===== src/rtl/pipe_skid_stage.sv =====
// pipe_skid_stage: elastic valid/ready pipeline register with a 2-entry skid buffer and flush.
module pipe_skid_stage #(
    parameter int                DATA_W         = 64,
    parameter logic [DATA_W-1:0] BUBBLE_VAL     = '0,
    parameter bit                CLEAR_ON_FLUSH = 1'b1
) (
    input  logic              clk,
    input  logic              rst,
    input  logic              in_valid,
    output logic              in_ready,
    input  logic [DATA_W-1:0] in_data,
    input  logic              flush,
    output logic              out_valid,
    input  logic              out_ready,
    output logic [DATA_W-1:0] out_data,
    output logic [1:0]        occ
);
    logic              main_v_q, main_v_d, skid_v_q, skid_v_d;
    logic [DATA_W-1:0] main_d_q, main_d_d, skid_d_q, skid_d_d;
    logic              acc;
    assign acc = in_valid & ~skid_v_q;
    always_comb begin
        main_v_d = skid_v_q | acc | (main_v_q & ~out_ready);
        skid_v_d = skid_v_q ? ~out_ready : (acc & main_v_q & ~out_ready);
        main_d_d = (skid_v_q & out_ready) ? skid_d_q :
                   (acc & (~main_v_q | out_ready)) ? in_data : main_d_q;
        skid_d_d = (acc & main_v_q & ~out_ready) ? in_data : skid_d_q;
    end
    always_ff @(posedge clk) begin
        if (rst) begin
            main_v_q <= 1'b0;
            skid_v_q <= 1'b0;
            main_d_q <= BUBBLE_VAL;
            skid_d_q <= BUBBLE_VAL;
        end else if (flush) begin
            main_v_q <= 1'b0;
            skid_v_q <= 1'b0;
            main_d_q <= CLEAR_ON_FLUSH ? BUBBLE_VAL : main_d_q;
            skid_d_q <= CLEAR_ON_FLUSH ? BUBBLE_VAL : skid_d_q;
        end else begin
            main_v_q <= main_v_d;
            skid_v_q <= skid_v_d;
            main_d_q <= main_d_d;
            skid_d_q <= skid_d_d;
        end
    end
    assign in_ready  = ~skid_v_q;
    assign out_valid = main_v_q;
    assign out_data  = main_d_q;
    assign occ       = {main_v_q & skid_v_q, main_v_q ^ skid_v_q};
endmodule


===== config.mk =====
export PLATFORM = sky130hd
export DESIGN_NAME = pipe_skid_stage
export DESIGN_NICKNAME = d
export VERILOG_FILES = /design/src/rtl/pipe_skid_stage.sv
export SDC_FILE = /design/constraint.sdc
export NUM_CORES = 1
export LEC_CHECK = 0
export BUFFER_PORTS_ARGS = -buffer_cell sky130_fd_sc_hd__buf_2
export CAP_MARGIN = 20
export CORE_ASPECT_RATIO = 0.6
export CORE_UTILIZATION = 30
export DETAILED_ROUTE_END_ITERATION = 7
export SLEW_MARGIN = 5
export SYNTH_ARGS = -nofsm -noshare
export SYNTH_HDL_FRONTEND = slang
export SYNTH_SLANG_ARGS = --single-unit

===== constraint.sdc =====
create_clock -name clk -period 1.72 [get_ports clk]
set_input_delay 0.344 -clock clk [delete_from_list [all_inputs] [get_ports clk]]
set_output_delay 0.344 -clock clk [all_outputs]
set_load 0.01 [all_outputs]

==> flow_metrics.env <==
export IMPL_outcome="finished clean"
export IMPL_vias_per_cell=4.78
export IMPL_slew_headroom_pct=66.4
export IMPL_die_area_sq_mm=0.0192
export IMPL_synth_area_sq_mm=0.00560
export IMPL_final_common_cell="buf_2"
export IMPL_placed_area_sq_mm=0.00655
export IMPL_grt_pass1_wl_um=23600
export IMPL_fp_coreArea_sq_mm=0.0182
export IMPL_seq_area_frac_synth_pct=46.5
export IMPL_dpl_hpwl_um=9350
export IMPL_startpoint="out_valid"
export IMPL_path_class="reg -> out"
export IMPL_gr_total_overflow=0
export IMPL_hold_path_class="in -> reg"
export IMPL_antenna_found_initial=2
export IMPL_internal_power_uw=5580
export IMPL_grt_total_usage_pct=15.9
export IMPL_cp_required_ps=1380
export IMPL_switching_share_pct=24.2
export IMPL_endpoint_kind="output port"
export IMPL_rsz0062_at_grt="false"
export IMPL_cts_tree="yes"
export IMPL_fmax_ghz=0.608
export IMPL_insertion_delay_ps=400
export IMPL_grt_pass1_vias=4351
export IMPL_postSynthCellCount=586
export IMPL_hold_violations=0
export IMPL_hp_start="in_data[4]"
export IMPL_cts_buffers=17
export IMPL_cts_max_level=4
export IMPL_syn_area_per_cell_sq_um=9.55
export IMPL_drt_iter0_drc=275
export IMPL_arrival_ps=1300
export IMPL_wl_per_cell_um=15.7
export IMPL_clock_power_share_pct=48.0
export IMPL_ctsLongestPathBuffers=2
export IMPL_ff2ff_path_depth=5
export IMPL_std_cell_rows=38
export IMPL_first_pass_iters=4
export IMPL_fp_dieH_um=108
export IMPL_period_share_pct=95.6
export IMPL_io_pins=137
export IMPL_cp_endpoint="occ[0]"
export IMPL_mostFrequentLayoutCells="buf_2 (136), a21oi_1 (130), dfxtp_1 (129), nand2_1 (128), mux2i_1 (64)"
export IMPL_start_kind="flop"
export IMPL_num_antenna_cells=0
export IMPL_routed_wl_um=15000
export IMPL_cts_clk_slew_worst_paths_ps=60
export IMPL_vdd_drop_max_mv=0.590
export IMPL_pwr_share_seq_pct=42.6
export IMPL_r2r_end="out_data[30]"
export IMPL_p_leak_uw=0.00314
export IMPL_p_sw_uw=1780
export IMPL_maxCapViolations=0
export IMPL_synth_distinct_cells=23
export IMPL_grt_max_degree=45
export IMPL_final_nets=775
export IMPL_holdWs_ps=187
export IMPL_min_period_ps=1640
export IMPL_ant_nets=0
export IMPL_drive_above_1_share_pct=35.4
export IMPL_clock_sinks=130
export IMPL_critPathMaxFanout=5
export IMPL_n_fill_cell=1828
export IMPL_root_buffer="clkbuf_16"
export IMPL_finalMaxSlewViolations=0
export IMPL_yosysWarnings=0
export IMPL_gp_congestion=0.727
export IMPL_dr_total_vias=4577
export IMPL_io_buffers=136
export IMPL_total_power_uw=7360
export IMPL_syn_nets=656
export IMPL_finalSetupViolCount=0
export IMPL_final_cell_area_sq_mm=0.00715
export IMPL_final_setup_tns_ps=0
export IMPL_die_w_um=178
export IMPL_pwr_share_comb_pct=9.5
export IMPL_ys_ff_latch=130
export IMPL_worstReg2RegStart="skid_v_q"
export IMPL_p_per_area_mw_per_mm2=1030
export IMPL_drc=0
export IMPL_worstMarginPinSlew_ps=504
export IMPL_finalClockSkew_ps=8.66
export IMPL_synthToLayoutAreaGrowth_pct=27.8
export IMPL_reg2reg_slack_ps=140
export IMPL_start_util_pct=30.8
-- worst min path at each step --
| stage | end | depth (start not counted) |
|---|---|---|
| floorplan | skid_d_q[0] | 2 |
| global placement | skid_d_q[42] | 2 |
| detailed placement | skid_d_q[46] | 2 |
| CTS | skid_d_q[52] | 3 |
| global route | skid_d_q[27] | 3 |
| finish | skid_d_q[4] | 3 |
-- power by group through the flow --
stage | Clock (uW) | Sequential, uW | Combinational, uW
final | 3530 | 3130 | 696
after floorplan | 0 | 3230 | 395
after CTS | 3630 | 3140 | 701
after global placement | 0 | 3200 | 692
after global routing | 3780 | 3140 | 758
after detailed placement | 0 | 3200 | 698
-- sequential cells by signal, indices dropped and copies added, names as in the netlist --
name / flops
out_data: 64
out_valid: 1
skid_d_q: 64
skid_v_q: 1
-- Yosys cell counts --
cell type	instances	area, sq um
a211oi_1	4	30.0
a211oi_2	60	751
a21oi_1	130	651
and2_4	1	8.76
and4bb_2	1	12.5
buf_2	30	150
buf_4	8	60.1
buf_6	7	78.8
buf_8	1	15.0
clkbuf_1	11	41.3
clkbuf_2	1	5.00
dfxtp_1	130	2600
ha_1	1	12.5
inv_1	2	7.51
mux2i_1	64	641
nand2_1	128	480
nand2_4	1	11.3
nand4bb_1	1	11.3
nor2_1	1	3.75
nor3_1	1	5.00
o21bai_1	1	7.51
or2_1	1	6.26
or2_2	1	6.26
-- worst max-delay path, stage by stage, from the launching register on --
cell and delay, ps:
dfxtp_1 490, ha_1 280, buf_2 140
-- cell type report --
type	count	area [sq um]	share of cell area [%]
Multi-Input combinational cell	396	2670	37.3
Sequential cell	130	2610	36.4
Timing Repair Buffer	158	996	13.9
Clock buffer	23	468	6.54
Tap cell	240	300	4.20
Clock inverter	9	106	1.49
Inverter	2	7.51	0.105
-- routing by layer --
layer	global-route usage [%]	vias to the layer above	part of all wire [%]
met5	0	-	0.18
met4	2.97	4	0.18
met3	5.26	6	6.1
met2	23.9	121	43
met1	22.2	2147	51
li1	-	2299	-
-- logic make-up (layout without fill, tap and decap cells) --
family          count (synthesis)  after routing  synth area share (%)
buf+inv                        60            192                  6.39
simple gates                  136            136                  9.75
mux                            64             64                  11.4
fa+ha+maj                       1              1                 0.223
flops                         130            130                  46.5
compound gates                195            195                  25.7
-- metrics by stage --
| step | util (%) | setup WS, ps | std cells |
|---|---|---|---|
| after floorplan | - | 392 | 586 |
| after global placement | 36.0 | 158 | 924 |
| after detailed placement | 36.0 | 111 | 924 |
| after CTS | 39.2 | 2.63 | 956 |
| after global routing | 39.4 | 4.40 | 958 |
| final | 39.4 | 75.6 | 958 |
-- repair_timing --
| action | CTS | global route |
|---|---|---|
| gates cloned | 0 | 0 |
| setup buffers | 0 | 2 |
| endpoints found under the setup margin | 2 | 1 |
| resized for setup | 1 | 1 |
| hold buffers | 0 | 0 |
No activity file was read; power rests on OpenSTA's default activity.
